==> src/rtl/instr_pkg.sv <==
// instr_pkg: shared definitions for the 16-bit instruction encoder.
//   - Bit positions of every field inside the packed instruction word.
//   - OPC_STORE, the register-format opcode with the alternate field layout.
//   - FSM state encoding used by instr_encoder (also seen on its debug port).
//   - instr_fields_t, the unpacked set of fields presented by the loader.
package instr_pkg;

  // Common header fields
  localparam int CC_HI  = 15;
  localparam int CC_LO  = 14;
  localparam int OP_HI  = 13;
  localparam int OP_LO  = 10;
  // Register / load format body
  localparam int DST_HI = 9;
  localparam int DST_LO = 7;
  localparam int OP1_HI = 6;
  localparam int OP1_LO = 4;
  localparam int OP2_HI = 3;
  localparam int OP2_LO = 1;
  localparam int LD_HI  = 6;
  localparam int LD_LO  = 0;
  // Store format moves operand2 into the slot normally holding dest_reg
  localparam int ST_OP2_HI = 9;
  localparam int ST_OP2_LO = 7;
  localparam int ST_PAD_HI = 3;
  localparam int ST_PAD_LO = 0;

  localparam logic [3:0] OPC_STORE = 4'b1110;

  // FSM encoding
  localparam logic [1:0] ST_IDLE  = 2'd0;
  localparam logic [1:0] ST_RUN   = 2'd1;
  localparam logic [1:0] ST_DRAIN = 2'd2;
  localparam logic [1:0] ST_DONE  = 2'd3;

  typedef struct packed {
    logic       use_load;
    logic [1:0] cond_code;
    logic [3:0] opcode;
    logic [2:0] dest_reg;
    logic [2:0] operand1;
    logic [2:0] operand2;
    logic [6:0] load_bits;
  } instr_fields_t;

endpackage

==> src/rtl/instr_encoder_if.sv <==
// instr_encoder_if: bundles every non-clock/reset signal of instr_encoder.
//   Loader side : start, base_addr, in_valid/in_ready/in_last, field inputs.
//   Memory side : mem_req/mem_gnt, mem_addr, mem_wdata.
//   Status      : busy, done, words_written, wrap_err.
// Modports:
//   master - the environment (loader + instruction memory) driving the encoder.
//   slave  - the encoder itself.
//
// Handshakes: a field transfer happens on a clk edge where in_valid && in_ready;
// a memory write happens on an edge where mem_req && mem_gnt. mem_req/mem_addr/
// mem_wdata are held stable until granted; mem_gnt without mem_req is ignored.
interface instr_encoder_if #(
  parameter int ADDR_WIDTH = 8
);
  logic                  start;
  logic [ADDR_WIDTH-1:0] base_addr;
  logic                  in_valid;
  logic                  in_ready;
  logic                  in_last;
  logic                  use_load;
  logic [1:0]            cond_code;
  logic [3:0]            opcode;
  logic [2:0]            dest_reg;
  logic [2:0]            operand1;
  logic [2:0]            operand2;
  logic [6:0]            load_bits;
  logic                  mem_req;
  logic                  mem_gnt;
  logic [ADDR_WIDTH-1:0] mem_addr;
  logic [15:0]           mem_wdata;
  logic                  busy;
  logic                  done;
  logic [ADDR_WIDTH:0]   words_written;
  logic                  wrap_err;

  modport master (
    output start, base_addr, in_valid, in_last, use_load, cond_code, opcode,
           dest_reg, operand1, operand2, load_bits, mem_gnt,
    input  in_ready, mem_req, mem_addr, mem_wdata, busy, done, words_written,
           wrap_err
  );

  modport slave (
    input  start, base_addr, in_valid, in_last, use_load, cond_code, opcode,
           dest_reg, operand1, operand2, load_bits, mem_gnt,
    output in_ready, mem_req, mem_addr, mem_wdata, busy, done, words_written,
           wrap_err
  );
endinterface

==> src/rtl/instr_fifo.sv <==
// instr_fifo: synchronous FIFO holding packed instruction words.
// Ports:
//   clk, rst_n  - clock, synchronous active-low reset (empties the FIFO)
//   push, wdata - write wdata when push && !full
//   pop, rdata  - rdata is the head; pop advances it when !empty
//   full, empty - occupancy flags derived from count
//   count       - number of stored words (0..DEPTH)
module instr_fifo #(
  parameter int DEPTH = 4,
  parameter int WIDTH = 16,
  localparam int PTR_W = $clog2(DEPTH),
  localparam int CNT_W = $clog2(DEPTH) + 1
) (
  input  logic             clk,
  input  logic             rst_n,
  input  logic             push,
  input  logic [WIDTH-1:0] wdata,
  input  logic             pop,
  output logic [WIDTH-1:0] rdata,
  output logic             full,
  output logic             empty,
  output logic [CNT_W-1:0] count
);

  logic [WIDTH-1:0] mem_q [DEPTH];
  logic [WIDTH-1:0] mem_d [DEPTH];
  logic [PTR_W-1:0] wr_ptr_q, wr_ptr_d;
  logic [PTR_W-1:0] rd_ptr_q, rd_ptr_d;
  logic [CNT_W-1:0] count_q, count_d;
  logic             do_push;
  logic             do_pop;

  assign full    = (count_q == CNT_W'(DEPTH));
  assign empty   = (count_q == '0);
  assign count   = count_q;
  assign rdata   = mem_q[rd_ptr_q];
  assign do_push = push && !full;
  assign do_pop  = pop && !empty;

  // Pointers wrap naturally because DEPTH is a power of two.
  always_comb begin
    mem_d    = mem_q;
    wr_ptr_d = wr_ptr_q;
    rd_ptr_d = rd_ptr_q;
    count_d  = count_q;
    if (do_push) begin
      mem_d[wr_ptr_q] = wdata;
      wr_ptr_d        = wr_ptr_q + PTR_W'(1);
    end
    if (do_pop) begin
      rd_ptr_d = rd_ptr_q + PTR_W'(1);
    end
    case ({do_push, do_pop})
      2'b10:   count_d = count_q + CNT_W'(1);
      2'b01:   count_d = count_q - CNT_W'(1);
      default: count_d = count_q;
    endcase
  end

  always_ff @(posedge clk) begin
    if (!rst_n) begin
      for (int i = 0; i < DEPTH; i++) begin
        mem_q[i] <= '0;
      end
      wr_ptr_q <= '0;
      rd_ptr_q <= '0;
      count_q  <= '0;
    end else begin
      mem_q    <= mem_d;
      wr_ptr_q <= wr_ptr_d;
      rd_ptr_q <= rd_ptr_d;
      count_q  <= count_d;
    end
  end

endmodule

==> src/rtl/instr_encoder.sv <==
// instr_encoder: packs per-field instruction requests into 16-bit words,
// buffers them and writes them to instruction memory from a base address.
// Ports:
//   clk, rst_n - clock, synchronous active-low reset (abandons any load)
//   bus        - instr_encoder_if.slave: start/base_addr, field handshake,
//                memory write port and status outputs
//   dbg_state  - current FSM state (ST_IDLE/RUN/DRAIN/DONE)
module instr_encoder
  import instr_pkg::*;
#(
  parameter int ADDR_WIDTH = 8,
  parameter int FIFO_DEPTH = 4
) (
  input  logic            clk,
  input  logic            rst_n,
  instr_encoder_if.slave  bus,
  output logic [1:0]      dbg_state
);

  localparam int CNT_W = $clog2(FIFO_DEPTH) + 1;

  logic [1:0]            state_q, state_d;
  logic [ADDR_WIDTH-1:0] addr_q, addr_d;
  logic [ADDR_WIDTH:0]   words_q, words_d;
  logic                  wrap_q, wrap_d;

  instr_fields_t         fields;
  logic [15:0]           packed_word;
  logic [15:0]           fifo_head;
  logic                  fifo_full;
  logic                  fifo_empty;
  logic [CNT_W-1:0]      fifo_count;
  logic                  in_ready;
  logic                  push;
  logic                  mem_req;
  logic                  pop;
  logic                  active;

  assign fields = '{use_load:  bus.use_load,
                    cond_code: bus.cond_code,
                    opcode:    bus.opcode,
                    dest_reg:  bus.dest_reg,
                    operand1:  bus.operand1,
                    operand2:  bus.operand2,
                    load_bits: bus.load_bits};

  // Field packing. Store opcode in register format relocates operand2 into the
  // destination slot, since stores have no destination register.
  always_comb begin
    packed_word = '0;
    packed_word[CC_HI:CC_LO] = fields.cond_code;
    packed_word[OP_HI:OP_LO] = fields.opcode;
    if (fields.use_load) begin
      packed_word[DST_HI:DST_LO] = fields.dest_reg;
      packed_word[LD_HI:LD_LO]   = fields.load_bits;
    end else if (fields.opcode == OPC_STORE) begin
      packed_word[ST_OP2_HI:ST_OP2_LO] = fields.operand2;
      packed_word[OP1_HI:OP1_LO]       = fields.operand1;
      packed_word[ST_PAD_HI:ST_PAD_LO] = '0;
    end else begin
      packed_word[DST_HI:DST_LO] = fields.dest_reg;
      packed_word[OP1_HI:OP1_LO] = fields.operand1;
      packed_word[OP2_HI:OP2_LO] = fields.operand2;
    end
  end

  // in_ready looks only at the current occupancy, so a full FIFO refuses a
  // push even in a cycle where the head is being written out.
  assign active   = (state_q == ST_RUN) || (state_q == ST_DRAIN);
  assign in_ready = (state_q == ST_RUN) && !fifo_full;
  assign push     = bus.in_valid && in_ready;
  assign mem_req  = active && !fifo_empty;
  assign pop      = mem_req && bus.mem_gnt;

  instr_fifo #(
    .DEPTH (FIFO_DEPTH),
    .WIDTH (16)
  ) u_fifo (
    .clk   (clk),
    .rst_n (rst_n),
    .push  (push),
    .wdata (packed_word),
    .pop   (pop),
    .rdata (fifo_head),
    .full  (fifo_full),
    .empty (fifo_empty),
    .count (fifo_count)
  );

  always_comb begin
    state_d = state_q;
    addr_d  = addr_q;
    words_d = words_q;
    wrap_d  = wrap_q;
    case (state_q)
      ST_IDLE: begin
        if (bus.start) begin
          addr_d  = bus.base_addr;
          words_d = '0;
          wrap_d  = 1'b0;
          state_d = ST_RUN;
        end
      end
      ST_RUN: begin
        if (push && bus.in_last) begin
          state_d = ST_DRAIN;
        end
      end
      ST_DRAIN: begin
        // An empty FIFO means mem_req is low, so nothing is outstanding.
        if (fifo_count == '0) begin
          state_d = ST_DONE;
        end
      end
      ST_DONE: begin
        state_d = ST_IDLE;
      end
      default: begin
        state_d = ST_IDLE;
      end
    endcase
    // Writes only complete in RUN/DRAIN, so this never collides with the
    // IDLE start-time initialisation above.
    if (pop) begin
      addr_d  = addr_q + ADDR_WIDTH'(1);
      words_d = words_q + (ADDR_WIDTH + 1)'(1);
      if (&addr_q) begin
        wrap_d = 1'b1;
      end
    end
  end

  always_ff @(posedge clk) begin
    if (!rst_n) begin
      state_q <= ST_IDLE;
      addr_q  <= '0;
      words_q <= '0;
      wrap_q  <= 1'b0;
    end else begin
      state_q <= state_d;
      addr_q  <= addr_d;
      words_q <= words_d;
      wrap_q  <= wrap_d;
    end
  end

  assign bus.in_ready      = in_ready;
  assign bus.mem_req       = mem_req;
  assign bus.mem_addr      = addr_q;
  // Masked so the data bus reads zero whenever no write is requested.
  assign bus.mem_wdata     = mem_req ? fifo_head : 16'h0000;
  assign bus.busy          = (state_q != ST_IDLE);
  assign bus.done          = (state_q == ST_DONE);
  assign bus.words_written = words_q;
  assign bus.wrap_err      = wrap_q;
  assign dbg_state         = state_q;

endmodule

==> src/flat_wrapper.sv <==
// flat-port wrapper written by rule: the top's interface ports become plain ports
module instr_encoder_flat import instr_pkg::*;
#(
  parameter int ADDR_WIDTH = 8,
  parameter int FIFO_DEPTH = 4
)
  (clk, rst_n, dbg_state, bus_start, bus_base_addr, bus_in_valid, bus_in_last, bus_use_load, bus_cond_code, bus_opcode, bus_dest_reg, bus_operand1, bus_operand2, bus_load_bits, bus_mem_gnt, bus_in_ready, bus_mem_req, bus_mem_addr, bus_mem_wdata, bus_busy, bus_done, bus_words_written, bus_wrap_err);
  instr_encoder_if #(.ADDR_WIDTH(ADDR_WIDTH)) bus_i ();
  input  logic clk;
  input  logic rst_n;
  output logic [1:0] dbg_state;
  input wire logic [$bits(bus_i.start)-1:0] bus_start;
  input wire logic [$bits(bus_i.base_addr)-1:0] bus_base_addr;
  input wire logic [$bits(bus_i.in_valid)-1:0] bus_in_valid;
  input wire logic [$bits(bus_i.in_last)-1:0] bus_in_last;
  input wire logic [$bits(bus_i.use_load)-1:0] bus_use_load;
  input wire logic [$bits(bus_i.cond_code)-1:0] bus_cond_code;
  input wire logic [$bits(bus_i.opcode)-1:0] bus_opcode;
  input wire logic [$bits(bus_i.dest_reg)-1:0] bus_dest_reg;
  input wire logic [$bits(bus_i.operand1)-1:0] bus_operand1;
  input wire logic [$bits(bus_i.operand2)-1:0] bus_operand2;
  input wire logic [$bits(bus_i.load_bits)-1:0] bus_load_bits;
  input wire logic [$bits(bus_i.mem_gnt)-1:0] bus_mem_gnt;
  output wire logic [$bits(bus_i.in_ready)-1:0] bus_in_ready;
  output wire logic [$bits(bus_i.mem_req)-1:0] bus_mem_req;
  output wire logic [$bits(bus_i.mem_addr)-1:0] bus_mem_addr;
  output wire logic [$bits(bus_i.mem_wdata)-1:0] bus_mem_wdata;
  output wire logic [$bits(bus_i.busy)-1:0] bus_busy;
  output wire logic [$bits(bus_i.done)-1:0] bus_done;
  output wire logic [$bits(bus_i.words_written)-1:0] bus_words_written;
  output wire logic [$bits(bus_i.wrap_err)-1:0] bus_wrap_err;
  assign bus_i.start = bus_start;
  assign bus_i.base_addr = bus_base_addr;
  assign bus_i.in_valid = bus_in_valid;
  assign bus_i.in_last = bus_in_last;
  assign bus_i.use_load = bus_use_load;
  assign bus_i.cond_code = bus_cond_code;
  assign bus_i.opcode = bus_opcode;
  assign bus_i.dest_reg = bus_dest_reg;
  assign bus_i.operand1 = bus_operand1;
  assign bus_i.operand2 = bus_operand2;
  assign bus_i.load_bits = bus_load_bits;
  assign bus_i.mem_gnt = bus_mem_gnt;
  assign bus_in_ready = bus_i.in_ready;
  assign bus_mem_req = bus_i.mem_req;
  assign bus_mem_addr = bus_i.mem_addr;
  assign bus_mem_wdata = bus_i.mem_wdata;
  assign bus_busy = bus_i.busy;
  assign bus_done = bus_i.done;
  assign bus_words_written = bus_i.words_written;
  assign bus_wrap_err = bus_i.wrap_err;
  instr_encoder #(.ADDR_WIDTH(ADDR_WIDTH), .FIFO_DEPTH(FIFO_DEPTH)) u_core (.clk(clk), .rst_n(rst_n), .bus(bus_i), .dbg_state(dbg_state));
endmodule
==> config.mk <==
export PLATFORM = sky130hd
export DESIGN_NAME = instr_encoder_flat
export DESIGN_NICKNAME = d
export VERILOG_FILES = /design/src/rtl/instr_pkg.sv /design/src/rtl/instr_encoder_if.sv /design/src/rtl/instr_fifo.sv /design/src/rtl/instr_encoder.sv /design/src/flat_wrapper.sv
export SDC_FILE = /design/constraint.sdc
export NUM_CORES = 1
export LEC_CHECK = 0
export CAP_MARGIN = 20
export CORE_ASPECT_RATIO = 1.1
export CORE_MARGIN = 1.5
export CORE_UTILIZATION = 40
export CTS_CLUSTER_SIZE = 30
export DETAILED_ROUTE_END_ITERATION = 6
export PLACE_DENSITY = 0.63
export REMOVE_ABC_BUFFERS = 1
export SETUP_SLACK_MARGIN = 0.2
export SLEW_MARGIN = 20
export SYNTH_ARGS = -nofsm -noshare
export SYNTH_HDL_FRONTEND = slang
export SYNTH_SLANG_ARGS = --single-unit
==> constraint.sdc <==
create_clock -name clk -period 3.5 [get_ports clk]
set_input_delay 1.05 -clock clk [delete_from_list [all_inputs] [get_ports clk]]
set_output_delay 1.05 -clock clk [all_outputs]
set_load 0.01 [all_outputs]
==> summary.txt <==
Grt total ovfl: 0
Sequential share of the synthesized area: 0.404
Critical path launch point type: flip-flop
Ports: 77
Net count reported at finish: 617
Die area: 11900 µm²
WS Path Type: reg -> out
H-tree depth: 3
Syn_area_per_cell: 8.94 µm²
CP arrival: 2.20 ns
Syn Inst Count: 505
CTS Buf Count: 9
FP Rows: 40
Post-Layout Cell Count: 720
DRT Wirelength: 11.3 mm
Antenna violations before repair: 0
DR vias/cell: 5.32
Core Util, Final: 0.527
Reg2reg end: u_core.u_fifo.count[2]
Post-DRT Antenna Nets: 0
Asr flop ratio synth: 0
Post-CTS setup buffers: 0
Fin. max-slew vios: 0
Pin count of the biggest net entering global routing: 95
Required @ worst endpoint: 2.45 ns
Setup TNS: 0 ns
GP Congestion: 0.780
Die X: 104 µm
Drt wl/cell: 15.7 µm
Power per cell area: 564 nW/µm²
Cells after DPL: 704
Yosys top cell by area: dfxtp_1
Fmax: 308 MHz
Rel. slew slack: 0.697
Synth cell types: 46
Part of the cycle the worst path needs: 0.928
Number of synthesized flops with an enable pin: 0
Share of cells above drive strength 1: 0.0977
Seq cells post-synth: 91
Starting density of the core: 0.412
Final clock skew: 0.00855 ns
CP Capture Type: output port
Reg-to-reg startpoint: u_core.dbg_state[0]
First-pass GRT wire length: 18.2 mm
Worst VDD drop: 0.000265 V
Final Hold Vio Count: 0
CTS Sinks: 91
Vias in the first global route: 3619
Clock Tree Buf Depth: 2
Worst hold-check path type: reg -> reg
DR iter-0 viols: 157
Min-Delay Path Depth: 2
Ys Warns: 0
Area grow syn2layout: 28.0%
Reg2Reg Depth: 11
RSZ-0062 raised after global routing: false
ANT cells: 0
Crit-path max FO: 13
Final worst path period need: 3.25 ns
Die Height: 114 µm
Post-DP HPWL: 7.35 mm
Ranking of synthesized cells by area: dfxtp_1 (40%), nand2_1 (9.1%), mux4_2 (8.0%), a21boi_1 (7.7%), ha_1 (3.0%)
Clk root buf: clkbuf_16
Fill cells: 1033
Vias: 3828
Top cell type's share of synthesized area: 0.404
Cell Area, Synth: 4510 µm²
Worst R2R Setup Slack: 1.01 ns
Total core area: 11000 µm²
Initial DRT Pass Iterations: 4
Overall Global Routing Usage: 0.192
CTS tree: yes
Hold EP: u_core.u_fifo.mem_q[12]
LEAKAGE: 2.26 nW
Clk pin slew, worst setup/hold paths: 0.06 ns
CTS Hold Bufs: 0
# setup viols final: 0
Status: finished, final reports clean
Post-synth top flop: dfxtp_1
Slew of the pin with the lowest slew margin: 0.454 ns
Max Cap Viol: 0
# resized after CTS: 1
Worst-skew pair later-pin latency: 0.34 ns
Start point of the worst min-delay path: u_core.u_fifo.mem_q[12]
Port Buf Inserts: 76
# DRC: 0
## cells by family (layout without fill, tap and decap cells)
logic type,Yosys count,after routing,synth area share
simple gates,195,195,0.208
flops,91,91,0.404
xor+xnor,6,6,0.0116
mux,27,27,0.104
compound gates,123,123,0.190
buf+inv,51,119,0.0474
fa+ha+maj,12,12,0.0349
## critical path, cell delays in order, from the launching register on
cell,delay [ns]
dfxtp_1,0.33
buf_4,0.27
mux4_2,0.57
and3_1,0.21
clkdlybuf4s50_1,0.48
## flip-flops by register name, summed over array words and instances, names as in the netlist
name,cells
u_core.bus.mem_addr,8
u_core.bus.words_written,9
u_core.bus.wrap_err,1
u_core.dbg_state,2
u_core.u_fifo.count,3
u_core.u_fifo.mem_q,64
u_core.u_fifo.rd_ptr_q,2
u_core.u_fifo.wr_ptr_q,2
## routing by layer
metal,vias to the layer above,global-route usage,share of wire
met5,-,0,0
met4,0,0.0750,0.012
met3,14,0.0302,0.048
met2,97,0.340,0.50
met1,1821,0.235,0.44
li1,1896,-,-
## cells in the mapped netlist, types with 3 or more instances
cell / count
o211a_1: 13
nand2_1: 110
nor3_1: 5
dfxtp_1: 91
o21ai_0: 7
a21oi_1: 22
nor3_2: 4
xnor2_1: 4
a31oi_1: 6
a21boi_1: 46
nor2_1: 8
ha_1: 11
and2_1: 6
o21ai_1: 20
nand4_1: 3
mux2i_1: 11
clkbuf_1: 23
mux4_2: 16
buf_2: 12
nand3_1: 18
and3_1: 20
or3_1: 6
inv_1: 12
## final cells by class
type                    count  area [µm²]  area share
clock buffers              10         229      0.0396
flip-flops and latches     91        1820       0.315
well taps                 147         184      0.0318
multi-input cells         363        2480       0.430
inverters                  14        52.6     0.00910
clock inverters             6         136      0.0236
repair buffers             89         870       0.151
## layout by cell type (no fill, tap or decap), types with 3 or more instances in the layout
master / instances
a21boi_1: 46
a21oi_1: 22
a31oi_1: 6
and2_1: 6
and3_1: 20
buf_4: 11
bufinv_16: 4
clkbuf_16: 9
clkdlybuf4s50_1: 75
dfxtp_1: 91
ha_1: 11
inv_1: 12
mux2i_1: 11
mux4_2: 16
nand2_1: 110
nand3_1: 18
nand4_1: 3
nor2_1: 8
nor3_1: 5
nor3_2: 4
o211a_1: 13
o21ai_0: 7
o21ai_1: 20
or3_1: 5
xnor2_1: 4
## metrics by stage
step | cell area, µm² | total power, W | setup slack [ns] | hold WS, ns
2_1_floorplan | 4350 | 0.00169 | 0.692 | 0.432
3_3_place_gp | 5400 | 0.00205 | 0.442 | 0.438
3_5_place_dp | 5400 | 0.00208 | 0.401 | 0.445
4_1_cts | 5770 | 0.00326 | 0.209 | 0.454
5_1_grt | 5780 | 0.00341 | 0.205 | 0.465
6_report | 5780 | 0.00326 | 0.253 | 0.451
## report_power, final
part / leakage (nW) / switching, W / internal (W) / total [W]
clock: 0.173 / 0.000417 / 0.000773 / 0.00119
sequential: 0.736 / 0.0000874 / 0.00112 / 0.00121
combinational: 1.35 / 0.000483 / 0.000374 / 0.000857
total: 2.26 / 0.000988 / 0.00227 / 0.00326
## worst max-delay path by stage
stage / start / endpoint / slack [ns] / cells after the start
final: u_core.u_fifo.rd_ptr_q[0] / bus_mem_wdata[3] / 0.25 / 4
after CTS: u_core.u_fifo.count[0] / bus_mem_wdata[3] / 0.21 / 3
after global routing: u_core.u_fifo.rd_ptr_q[0] / bus_mem_wdata[3] / 0.21 / 4
after detailed placement: bus_in_valid / u_core.u_fifo.count[2] / 0.40 / 8
after global placement: bus_in_valid / u_core.u_fifo.count[2] / 0.44 / 8
after floorplan: u_core.dbg_state[0] / u_core.u_fifo.count[2] / 0.69 / 10
Power figures use the tool's default switching activity.
